<file path="config.mk">
export PLATFORM = sky130hd
export DESIGN_NAME = imm_instr_encoder_flat
export DESIGN_NICKNAME = d
export VERILOG_FILES = /design/src/rtl/imm_instr_encoder_if.sv /design/src/rtl/imm_instr_encoder.sv /design/src/flat_wrapper.sv
export SDC_FILE = /design/constraint.sdc
export NUM_CORES = 1
export LEC_CHECK = 0
export BUFFER_PORTS_ARGS = -buffer_cell sky130_fd_sc_hd__buf_2
export CORE_AREA = 2 2 107 109
export CTS_BUF_LIST = sky130_fd_sc_hd__clkbuf_2
export CTS_CLUSTER_DIAMETER = 40
export CTS_CLUSTER_SIZE = 12
export DETAILED_ROUTE_END_ITERATION = 10
export DIE_AREA = 0 0 109 111
export HOLD_SLACK_MARGIN = 0.12
export PLACE_DENSITY = 0.86
export SKIP_CTS_REPAIR_TIMING = 1
export SLEW_MARGIN = 40
export SYNTH_ARGS = -nofsm -noshare
export SYNTH_HDL_FRONTEND = slang
export SYNTH_SLANG_ARGS = --single-unit
</file>
<file path="constraint.sdc">
create_clock -name clk -period 5.6 [get_ports clk]
set_input_delay 0 -clock clk [delete_from_list [all_inputs] [get_ports clk]]
set_output_delay 0 -clock clk [all_outputs]
set_load 0.05 [all_outputs]
</file>
<file path="src/rtl/imm_instr_encoder_if.sv">
// Field-record input stream and encoded-word output stream of the immediate encoder.
// The master side is the record producer / word consumer; the encoder is the slave.
interface imm_instr_encoder_if #(
   parameter int INTRSIZE = 32,
   parameter int IMMSIZE  = 32,
   parameter int ADDRSIZE = 32
);
   logic                in_valid;
   logic                in_ready;
   logic [1:0]          in_fmt;
   logic [4:0]          in_rd;
   logic [4:0]          in_rs1;
   logic [4:0]          in_rs2;
   logic [2:0]          in_funct3;
   logic [IMMSIZE-1:0]  in_imm;
   logic                out_valid;
   logic                out_ready;
   logic [INTRSIZE-1:0] out_instr;
   logic [ADDRSIZE-1:0] out_addr;

   modport master (
      output in_valid, in_fmt, in_rd, in_rs1, in_rs2, in_funct3, in_imm, out_ready,
      input  in_ready, out_valid, out_instr, out_addr
   );

   modport slave (
      input  in_valid, in_fmt, in_rd, in_rs1, in_rs2, in_funct3, in_imm, out_ready,
      output in_ready, out_valid, out_instr, out_addr
   );
endinterface

</file>
<file path="src/rtl/imm_instr_encoder.sv">
// Packs decoded RV32I fields (I/L/S/B formats) into instruction words with byte
// addresses, one burst of records per start pulse; unencodable immediates are dropped.
//
// state  | meaning
// IDLE   | waiting for the first start after reset
// ACTIVE | accepting records until the burst count is exhausted
// DRAIN  | all records consumed, last word still waiting in the output register
// DONE   | burst complete; a new start begins a fresh burst
module imm_instr_encoder #(
   parameter int INTRSIZE = 32,
   parameter int IMMSIZE  = 32,
   parameter int ADDRSIZE = 32,
   parameter int CNTSIZE  = 16
) (
   input  logic                clk,
   input  logic                rst,
   input  logic                start,
   input  logic [ADDRSIZE-1:0] base_addr,
   input  logic [CNTSIZE-1:0]  count,
   imm_instr_encoder_if.slave  bus,
   output logic                busy,
   output logic                done,
   output logic [CNTSIZE-1:0]  err_count
);

   typedef enum logic [1:0] {S_IDLE, S_ACTIVE, S_DRAIN, S_DONE} state_t;

   state_t               state, state_nxt;
   logic [CNTSIZE-1:0]   remaining;
   logic [ADDRSIZE-1:0]  next_addr;
   logic                 out_valid;
   logic [INTRSIZE-1:0]  out_instr;
   logic [ADDRSIZE-1:0]  out_addr;
   logic                 in_ready;
   logic                 start_ok;
   logic                 consume;
   logic                 load;
   logic                 imm_ok;
   logic [6:0]           opcode;
   logic [INTRSIZE-1:0]  enc;
   logic [IMMSIZE-1:0]   imm;

   assign imm       = bus.in_imm;
   assign start_ok  = start && (state == S_IDLE || state == S_DONE);
   assign in_ready  = (state == S_ACTIVE) && (!out_valid || bus.out_ready);
   assign consume   = bus.in_valid && in_ready;
   assign load      = consume && imm_ok;

   assign bus.in_ready  = in_ready;
   assign bus.out_valid = out_valid;
   assign bus.out_instr = out_instr;
   assign bus.out_addr  = out_addr;
   assign busy          = (state == S_ACTIVE) || (state == S_DRAIN);
   assign done          = (state == S_DONE);

   // Encodable iff the bits above the field's sign bit are pure sign extension.
   always_comb begin
      opcode = 7'b0010011;
      imm_ok = 1'b0;
      enc    = '0;
      case (bus.in_fmt)
         2'd0, 2'd1: begin
            opcode = (bus.in_fmt == 2'd0) ? 7'b0010011 : 7'b0000011;
            imm_ok = (&imm[IMMSIZE-1:11]) || !(|imm[IMMSIZE-1:11]);
            enc    = {imm[11:0], bus.in_rs1, bus.in_funct3, bus.in_rd, opcode};
         end
         2'd2: begin
            opcode = 7'b0100011;
            imm_ok = (&imm[IMMSIZE-1:11]) || !(|imm[IMMSIZE-1:11]);
            enc    = {imm[11:5], bus.in_rs2, bus.in_rs1, bus.in_funct3, imm[4:0], opcode};
         end
         default: begin
            opcode = 7'b1100011;
            imm_ok = ((&imm[IMMSIZE-1:12]) || !(|imm[IMMSIZE-1:12])) && !imm[0];
            enc    = {imm[12], imm[10:5], bus.in_rs2, bus.in_rs1, bus.in_funct3,
                      imm[4:1], imm[11], opcode};
         end
      endcase
   end

   always_ff @(posedge clk) begin
      if (rst) state <= S_IDLE;
      else     state <= state_nxt;
   end

   always_comb begin
      state_nxt = state;
      case (state)
         S_IDLE, S_DONE: begin
            if (start) state_nxt = (count == '0) ? S_DONE : S_ACTIVE;
         end
         S_ACTIVE: begin
            if (consume && remaining == CNTSIZE'(1)) state_nxt = S_DRAIN;
         end
         S_DRAIN: begin
            if (!out_valid || bus.out_ready) state_nxt = S_DONE;
         end
         default: state_nxt = S_IDLE;
      endcase
   end

   always_ff @(posedge clk) begin
      if (rst) begin
         remaining <= '0;
         next_addr <= '0;
         err_count <= '0;
         out_valid <= 1'b0;
         out_instr <= '0;
         out_addr  <= '0;
      end else begin
         if (start_ok) begin
            remaining <= count;
            next_addr <= base_addr;
            err_count <= '0;
         end else if (consume) begin
            remaining <= remaining - 1'b1;
            if (imm_ok)
               next_addr <= next_addr + ADDRSIZE'(4);
            else if (err_count != '1)
               err_count <= err_count + 1'b1;
         end
         // A fresh load wins over a drain so back-to-back words flow at full rate.
         if (load) begin
            out_valid <= 1'b1;
            out_instr <= enc;
            out_addr  <= next_addr;
         end else if (bus.out_ready) begin
            out_valid <= 1'b0;
         end
      end
   end

endmodule

</file>
<file path="src/flat_wrapper.sv">
// flat-port wrapper written by rule: the top's interface ports become plain ports
module imm_instr_encoder_flat 
#(
   parameter int INTRSIZE = 32,
   parameter int IMMSIZE  = 32,
   parameter int ADDRSIZE = 32,
   parameter int CNTSIZE  = 16
)
  (clk, rst, start, base_addr, count, busy, done, err_count, bus_in_valid, bus_in_fmt, bus_in_rd, bus_in_rs1, bus_in_rs2, bus_in_funct3, bus_in_imm, bus_out_ready, bus_in_ready, bus_out_valid, bus_out_instr, bus_out_addr);
  imm_instr_encoder_if #(.INTRSIZE(INTRSIZE), .IMMSIZE(IMMSIZE), .ADDRSIZE(ADDRSIZE)) bus_i ();
  input  logic clk;
  input  logic rst;
  input  logic start;
  input  logic [ADDRSIZE-1:0] base_addr;
  input  logic [CNTSIZE-1:0] count;
  output logic busy;
  output logic done;
  output logic [CNTSIZE-1:0] err_count;
  input wire logic [$bits(bus_i.in_valid)-1:0] bus_in_valid;
  input wire logic [$bits(bus_i.in_fmt)-1:0] bus_in_fmt;
  input wire logic [$bits(bus_i.in_rd)-1:0] bus_in_rd;
  input wire logic [$bits(bus_i.in_rs1)-1:0] bus_in_rs1;
  input wire logic [$bits(bus_i.in_rs2)-1:0] bus_in_rs2;
  input wire logic [$bits(bus_i.in_funct3)-1:0] bus_in_funct3;
  input wire logic [$bits(bus_i.in_imm)-1:0] bus_in_imm;
  input wire logic [$bits(bus_i.out_ready)-1:0] bus_out_ready;
  output wire logic [$bits(bus_i.in_ready)-1:0] bus_in_ready;
  output wire logic [$bits(bus_i.out_valid)-1:0] bus_out_valid;
  output wire logic [$bits(bus_i.out_instr)-1:0] bus_out_instr;
  output wire logic [$bits(bus_i.out_addr)-1:0] bus_out_addr;
  assign bus_i.in_valid = bus_in_valid;
  assign bus_i.in_fmt = bus_in_fmt;
  assign bus_i.in_rd = bus_in_rd;
  assign bus_i.in_rs1 = bus_in_rs1;
  assign bus_i.in_rs2 = bus_in_rs2;
  assign bus_i.in_funct3 = bus_in_funct3;
  assign bus_i.in_imm = bus_in_imm;
  assign bus_i.out_ready = bus_out_ready;
  assign bus_in_ready = bus_i.in_ready;
  assign bus_out_valid = bus_i.out_valid;
  assign bus_out_instr = bus_i.out_instr;
  assign bus_out_addr = bus_i.out_addr;
  imm_instr_encoder #(.INTRSIZE(INTRSIZE), .IMMSIZE(IMMSIZE), .ADDRSIZE(ADDRSIZE), .CNTSIZE(CNTSIZE)) u_core (.clk(clk), .rst(rst), .start(start), .base_addr(base_addr), .count(count), .bus(bus_i), .busy(busy), .done(done), .err_count(err_count));
endmodule
</file>
==> flow_metrics.py, run 1 <==
metrics = {
    "run_status": {
        "status": "stopped before the end",
        "stop_stage": "5_1_grt",
        "error": "[ERROR RSZ-0060] Max buffer count reached.",
    },
    "place": {
        "placed_area_um2": 6990,
        "place_hpwl_um": 11400,
        "globalplace.congestion": 0.863,
        "dp.cells": 1036,
        "io_buffers": 186,
    },
    "yosys": {
        "async_flop_share_pct": 0,
        "syn_area_um2": 6080,
        "synth_edf_count": 0,
        "seq_area_frac_synth_pct": 42.1,
        "avgSynthCellArea_um2": 8.05,
        "ys_ff_latch": 128,
        "ys_warn_count": 0,
        "synth_cell_types": 51,
        "synthFlopType": "dfxtp_1",
        "syn_inst": 756,
    },
    "clock_network": {
        "cts_made_buffers": 17,
        "ctsHtreeMaxLevel": 4,
        "numClockSinks": 128,
        "clk_root_buffer_cell": "clkbuf_2",
        "cts_buffer_depth": 2,
    },
    "floorplan": {
        "fp.dieW_um": 109,
        "die_h_um": 111,
        "ios": 189,
        "rows": 39,
        "start_util_pct": 54.9,
    },
    "grt": {
        "grt_max_degree": 113,
    },
}
## cell usage after synthesis, drive strengths merged, types with 2 or more instances
library cell,count,area (um^2)
and3,12,80.1
nor3,6,30.0
mux2i,10,100
and2,12,75.1
nor4b,2,17.5
ha,7,87.6
o21ai,13,65.1
nor2,72,270
o211ai,4,30.0
a311oi,8,70.1
xnor2,15,131
o31ai,4,30.0
clkbuf,32,120
nor2b,2,12.5
a21o,3,22.5
inv,9,33.8
nor4,14,87.6
or4,11,82.6
or2,3,18.8
nand3,24,120
and4,7,61.3
nor3b,2,15.0
nand2b,3,18.8
a21oi,67,335
dfxtp,128,2560
a211oi,48,360
nand2,139,529
nand4,26,169
a2111oi,2,17.5
xor2,25,219
or3,12,75.1
buf,21,130
## logic make-up after synthesis
| logic type | after synthesis | share of synthesized area (%) |
|---|---|---|
| buffers and inverters | 62 | 4.67 |
| DFF | 128 | 42.1 |
| muxes | 10 | 1.65 |
| other | 1 | 0.0616 |
| and+or+nand+nor | 350 | 27.8 |
| AOI/OAI and AO/OA | 158 | 16.6 |
| adders and majority gates | 7 | 1.44 |
| xor gates and xnor gates | 40 | 5.76 |
## metrics by stage
step           utilization (%)  setup WS (ns)
3_3_place_gp              63.0           2.29
2_1_floorplan                -           3.43
3_5_place_dp              63.1           2.23
4_1_cts                   65.5           2.18
==> run 2: changes to the inputs <==
--- a/config.mk
+++ b/config.mk
@@ -6,14 +6,10 @@
 export NUM_CORES = 1
 export LEC_CHECK = 0
 export BUFFER_PORTS_ARGS = -buffer_cell sky130_fd_sc_hd__buf_2
-export CORE_AREA = 2 2 107 109
-export CTS_BUF_LIST = sky130_fd_sc_hd__clkbuf_2
-export CTS_CLUSTER_DIAMETER = 40
-export CTS_CLUSTER_SIZE = 12
+export CORE_AREA = 2 2 127 129
 export DETAILED_ROUTE_END_ITERATION = 10
-export DIE_AREA = 0 0 109 111
-export HOLD_SLACK_MARGIN = 0.12
-export PLACE_DENSITY = 0.86
+export DIE_AREA = 0 0 129 131
+export PLACE_DENSITY_LB_ADDON = 0.15
 export SKIP_CTS_REPAIR_TIMING = 1
 export SLEW_MARGIN = 40
 export SYNTH_ARGS = -nofsm -noshare
==> run 2 against run 1 <==
The flow now finishes, with violations (hold timing). Synthesized cell count is the same. Area after synthesis is the same.
==> flow_metrics.py, run 2 <==
metrics = {
    "run_status": {
        "status": "finished, violations left",
        "violations": "hold timing",
    },
    "yosys": {
        "netlist.area_leader.share_pct": 42.1,
        "synth_edf_count": 0,
        "synthTopCellsByArea": "dfxtp_1 42%, nand2_1 8.5%, a211oi_1 5.9%, a21oi_1 5.5%, nor2_1 4.4%",
        "synth_cell_types": 51,
        "seq_area_frac_synth_pct": 42.1,
        "async_flop_share_pct": 0,
        "avgSynthCellArea_um2": 8.05,
        "ys_ff_latch": 128,
        "syn_inst": 756,
        "yosysTopAreaCell": "dfxtp_1",
        "ys_warn_count": 0,
        "synthFlopType": "dfxtp_1",
        "synth_commonest_cells": "138 x nand2_1, 128 x dfxtp_1, 72 x nor2_1",
        "syn_area_um2": 6080,
        "synth_most_common_cell": "nand2_1",
    },
    "timing": {
        "slew_headroom_pct": 50.6,
        "worst_pin_slew_ns": 0.741,
        "hold_slack_ns": -0.00808,
        "fmax_ghz": 0.286,
        "fin_skew_ns": 0.00982,
        "fin_crit_sh_pct": 62.4,
        "setup_violations": 0,
        "postLayoutSetupSlackWorst_ns": 2.11,
        "rsz0062_at_grt": "false",
        "slew_viol_final": 0,
        "fin_crit_ns": 3.49,
        "tns_ns": 0,
        "final_hold_viol_count": 2,
    },
    "clock_network": {
        "worstSkewPairLatency_ns": 0.42,
        "cts_made_buffers": 17,
        "clk_root_buffer_cell": "clkbuf_16",
        "cts_buffer_depth": 2,
        "numClockSinks": 128,
        "cts_tree": "done",
        "ctsHtreeMaxLevel": 4,
        "path_clk_slew_ns": 0.06,
    },
    "power": {
        "vdd_drop_max_mv": 0.180,
        "p_sw_share_pct": 27.9,
        "seq_power_share_pct": 39.8,
        "p_per_area_nw_per_um2": 321,
        "p_switching_w": 0.000764,
        "power.internal_w": 0.00197,
        "p_clk_share_pct": 43.3,
        "p_comb_share_pct": 16.9,
        "p_leak_nw": 3.46,
    },
    "grt": {
        "grt_max_degree": 91,
        "grt_first_pass_wirelength_um": 26700,
        "busiest_layer": "met2",
        "grt_use_met1_pct": 27.6,
        "use_met2_pct": 30.9,
        "grt_overflow_total": 0,
        "grt_pass1_vias": 5207,
        "use_met3_pct": 4.72,
        "antenna_found_initial": 0,
        "grt_usage_pct": 20.0,
    },
    "layout": {
        "drive_gt1_share_pct": 22.8,
        "final_common_cell": "buf_2",
        "diodes": 0,
        "nets": 1106,
        "nFillCells": 1459,
        "largestRegisters": "u_core.bus.out_addr (32), u_core.next_addr (32), u_core.bus.out_instr (29)",
        "mostFrequentLayoutCells": "185 x buf_2, 136 x nand2_1, 128 x dfxtp_1, 81 x dlygate4sd3_1, 72 x nor2_1",
        "syn_to_final_growth_pct": 40.2,
    },
    "place": {
        "place_hpwl_um": 11800,
        "io_buffers": 186,
        "dp_slack_ns": 2.19,
        "globalplace.congestion": 0.804,
    },
    "floorplan": {
        "core_area_um2": 15600,
        "rows": 46,
        "die_area_um2": 16900,
        "die_h_um": 131,
        "fp.dieW_um": 129,
        "start_util_pct": 39.0,
        "ios": 189,
    },
    "setup_path": {
        "cp_cell_sequence": "ha_1, nand2_1, nor3b_1, o211a_1, and2_4, nor2_1, a311oi_1, dlygate4sd3_1",
        "crit_path_max_incr_delay_ns": 0.72,
        "start_kind": "flip-flop",
        "cp.required_ns": 5.96,
        "crit_family": "simple AND/OR/NAND/NOR gates",
        "critPathBufInv": 1,
        "cpMaxStageDelayCell": "o211a_1",
        "worstSetupPathType": "reg2reg",
        "worstSetupEndpointType": "flip-flop",
        "crit_arrival_ns": 3.85,
        "path_max_fanout": 51,
    },
    "route": {
        "ant_nets": 0,
        "vias": 6321,
        "drcViolationCount": 0,
        "drt_pre_antenna_iters": 5,
        "wl_um": 18200,
        "wl_per_cell_um": 14.9,
        "drtIter0Drc": 412,
        "routed_via_density": 5.17,
    },
    "job": {
        "cap_violations": 0,
    },
    "min_path": {
        "holdCritPathClass": "in2reg",
    },
}
run 2: cell counts after synthesis:
No cell type changed its count.
run 2: logic make-up after synthesis:
kind of cell,Yosys count,share of synthesized area (%)
AO/OA/AOI/OAI,158,16.6
XOR/XNOR,40,5.76
adder cells (fa/ha/maj),7,1.44
buffers and inverters,62,4.67
flip-flops,128,42.1
multiplexers,10,1.65
other,1,0.0616
AND/OR/NAND/NOR,350,27.8
run 2: routing by layer:
metal,vias up,wire (um)
li1,3159,-
met1,2926,8530
met2,210,8380
met3,26,1050
met4,0,259
met5,-,0
run 2: worst min-delay path: cells and delay by family:
family	cells	cell delay, ns
AO/OA/AOI/OAI	1	0.10
buffers and inverters	1	0.11
multiplexers	1	0.15
run 2: power groups by stage:
stage	clock [W]	sequential, W	combinational, W
after floorplan	0	0.00108	0.000308
after global placement	0	0.00111	0.000418
after detailed placement	0	0.00110	0.000418
after CTS	0.00121	0.00109	0.000420
after global routing	0.00124	0.00110	0.000517
final	0.00118	0.00109	0.000463
run 2: final timing paths:
path | startpoint | endpoint | slack, ns | cells past startpoint
max reg2reg | u_core.state[0] | u_core.bus.out_instr[31] | 2.11 | 8
min reg2reg | u_core.next_addr[1] | u_core.bus.out_addr[1] | 0.45 | 2
max | u_core.state[0] | u_core.bus.out_instr[31] | 2.11 | 8
min | bus_in_imm[4] | u_core.bus.out_instr[24] | -0.008 | 3
run 2: final cells by class:
type	instances	area (um^2)	area share [%]
Sequential cell	128	2560	30.0
Clock inverter	10	158	1.85
Multi-Input combinational cell	567	3260	38.2
Timing Repair Buffer	271	1780	20.8
Clock buffer	22	474	5.56
Tap cell	216	270	3.17
Inverter	9	33.8	0.396
run 2: metrics by stage:
stage	utilization (%)	power, W	area [um^2]	hold slack, ns	instances
4_1_cts	49.5	0.00271	7720	-0.201	1142
3_3_place_gp	45.4	0.00152	7080	0.243	1110
2_1_floorplan	-	0.00139	6090	0.136	757
5_1_grt	54.7	0.00286	8530	0.000757	1223
3_5_place_dp	45.4	0.00152	7080	0.247	1110
6_report	54.7	0.00274	8530	-0.00808	1223
No activity file was read; power rests on OpenSTA's default activity.
==> run 3: changes to the inputs <==
==> constraint.sdc (replaced) <==
create_clock -name clk -period 3.6 [get_ports clk]
set_input_delay 0 -clock clk [delete_from_list [all_inputs] [get_ports clk]]
set_output_delay 0 -clock clk [all_outputs]
set_load 0.05 [all_outputs]
==> run 3 against run 2 <==
The flow still finishes with violations (hold timing). Die area stayed put. Critical path depth grew 1. Non-clock buffer count rose by 4. Final cell count up 0.33%. First-iteration DRC count down 5.3%. Sequential share of layout area rose by 0.066 points.
==> flow_metrics.py, run 3 (synthesized netlist as in run 2, its figures left out) <==
metrics = {
    "timing": {
        "fin_crit_sh_pct": 90.3,
        "fmax_ghz": 0.308,
        "rsz0062_at_grt": "false",
        "final_hold_viol_count": 2,
        "slew_headroom_pct": 53.3,
        "worst_pin_slew_ns": 0.701,
        "fin_crit_ns": 3.25,
        "setup_violations": 0,
        "fin_skew_ns": 0.0109,
        "hold_slack_ns": -0.00431,
        "tns_ns": 0,
        "slew_viol_final": 0,
    },
    "place": {
        "io_buffers": 186,
        "place_hpwl_um": 12200,
        "globalplace.congestion": 0.790,
        "placed_area_um2": 7130,
    },
    "job": {
        "cap_violations": 0,
    },
    "power": {
        "p_clk_share_pct": 40.6,
        "p_leak_nw": 3.45,
        "power.internal_w": 0.00284,
        "p_switching_w": 0.00122,
        "p_comb_share_pct": 17.8,
        "vdd_drop_max_mv": 0.316,
        "seq_power_share_pct": 41.6,
        "p_per_area_nw_per_um2": 477,
        "p_sw_share_pct": 30.0,
    },
    "setup_path": {
        "worstSetupPathType": "reg2reg",
        "path_max_fanout": 44,
        "start_kind": "flip-flop",
        "crit_arrival_ns": 3.62,
        "worstSetupEndpointType": "flip-flop",
        "cp.required_ns": 3.97,
        "crit_path_start": "u_core.state[0]",
        "timing.rr.start": "u_core.state[0]",
    },
    "layout": {
        "mostFrequentLayoutCells": "185 x buf_2, 136 x nand2_1, 128 x dfxtp_1, 81 x dlygate4sd3_1, 72 x nor2_1",
        "design_area_um2": 8510,
        "final_util_pct": 54.6,
        "largestRegisters": "u_core.bus.out_addr (32), u_core.next_addr (32), u_core.bus.out_instr (29)",
        "final_common_cell": "buf_2",
        "drive_gt1_share_pct": 23.2,
        "diodes": 0,
        "syn_to_final_growth_pct": 39.9,
        "nets": 1110,
    },
    "clock_network": {
        "cts_made_buffers": 17,
        "path_clk_slew_ns": 0.06,
        "numClockSinks": 128,
        "ctsHtreeMaxLevel": 4,
        "clk_root_buffer_cell": "clkbuf_16",
        "cts_tree": "done",
        "worstSkewPairLatency_ns": 0.43,
        "cts_buffer_depth": 2,
    },
    "run_status": {
        "status": "finished, violations left",
        "violations": "hold timing",
    },
    "route": {
        "drtIter0Drc": 390,
        "wl_per_cell_um": 14.9,
        "drcViolationCount": 0,
        "vias": 6272,
        "ant_nets": 0,
        "routed_via_density": 5.11,
        "drt_pre_antenna_iters": 4,
        "wl_um": 18300,
    },
    "grt": {
        "grt_pass1_vias": 5276,
        "antenna_found_initial": 0,
        "grt_first_pass_wirelength_um": 26600,
        "grt_overflow_total": 0,
        "grt_usage_pct": 20.2,
        "grt_max_degree": 91,
    },
    "floorplan": {
        "core_area_um2": 15600,
        "fp.dieW_um": 129,
        "rows": 46,
        "die_h_um": 131,
        "die_area_um2": 16900,
        "ios": 189,
        "start_util_pct": 39.0,
    },
    "min_path": {
        "holdCritPathClass": "in2reg",
        "hp-start": "bus_in_imm[4]",
    },
}
-- run 3: cell count changes in the layout (fill, tap and decap cells not counted), moves of 2 or more --
cell | before | now
bufinv_16 | 4 | 1
buf_12 | 0 | 2
buf_4 | 4 | 6
clkbuf_1 | 2 | 0
clkinv_2 | 3 | 5
clkinv_4 | 0 | 2
inv_6 | 0 | 2
-- run 3: worst paths after layout --
kind,end,slack (ns),cells after the start
max,u_core.bus.out_instr[31],0.35,9
min,u_core.bus.out_instr[11],-0.004,3
max reg2reg,u_core.bus.out_instr[31],0.35,9
min reg2reg,u_core.bus.out_instr[25],0.45,2
-- run 3: power groups by stage --
stage               Sequential, W  Clock [W]  Combinational (W)
finish                    0.00169    0.00165           0.000724
global route              0.00171    0.00173           0.000801
CTS                       0.00169    0.00168           0.000654
detailed placement        0.00172          0           0.000650
global placement          0.00172          0           0.000653
floorplan                 0.00168          0           0.000479
-- run 3: final cells by class --
cell class              instances  area [um^2]
flip-flops and latches        128         2560
fillers                      1508         7080
clock buffers                  19          453
inverters                       9         33.8
multi-input cells             567         3250
well taps                     216          270
clock inverters                13          113
repair buffers                275         1830
-- run 3: metal layers --
metal | global-route usage [%] | up-vias | share of wire (%)
met5 | 0 | - | 0
met1 | 27.2 | 2891 | 48
met2 | 31.6 | 184 | 45
met3 | 4.56 | 23 | 5.2
met4 | 7.67 | 0 | 1.4
li1 | - | 3174 | -
-- run 3: worst max-delay path: stages (launching register included) --
cell and delay, ns:
dfxtp_1 0.37, ha_1 0.23, nand2_1 0.12, nor3b_1 0.42
o211a_1 0.47, and2_2 0.45, buf_12 0.26, nor2_1 0.06
a311oi_1 0.22, dlygate4sd3_1 0.57
-- run 3: metrics by stage --
step	power, W	instances	hold WS, ns	setup slack [ns]
finish	0.00406	1227	-0.00431	0.349
global route	0.00424	1227	0.0187	0.0829
CTS	0.00402	1146	-0.207	0.781
detailed placement	0.00237	1114	0.249	0.786
global placement	0.00237	1114	0.244	0.911
floorplan	0.00216	757	0.136	1.43
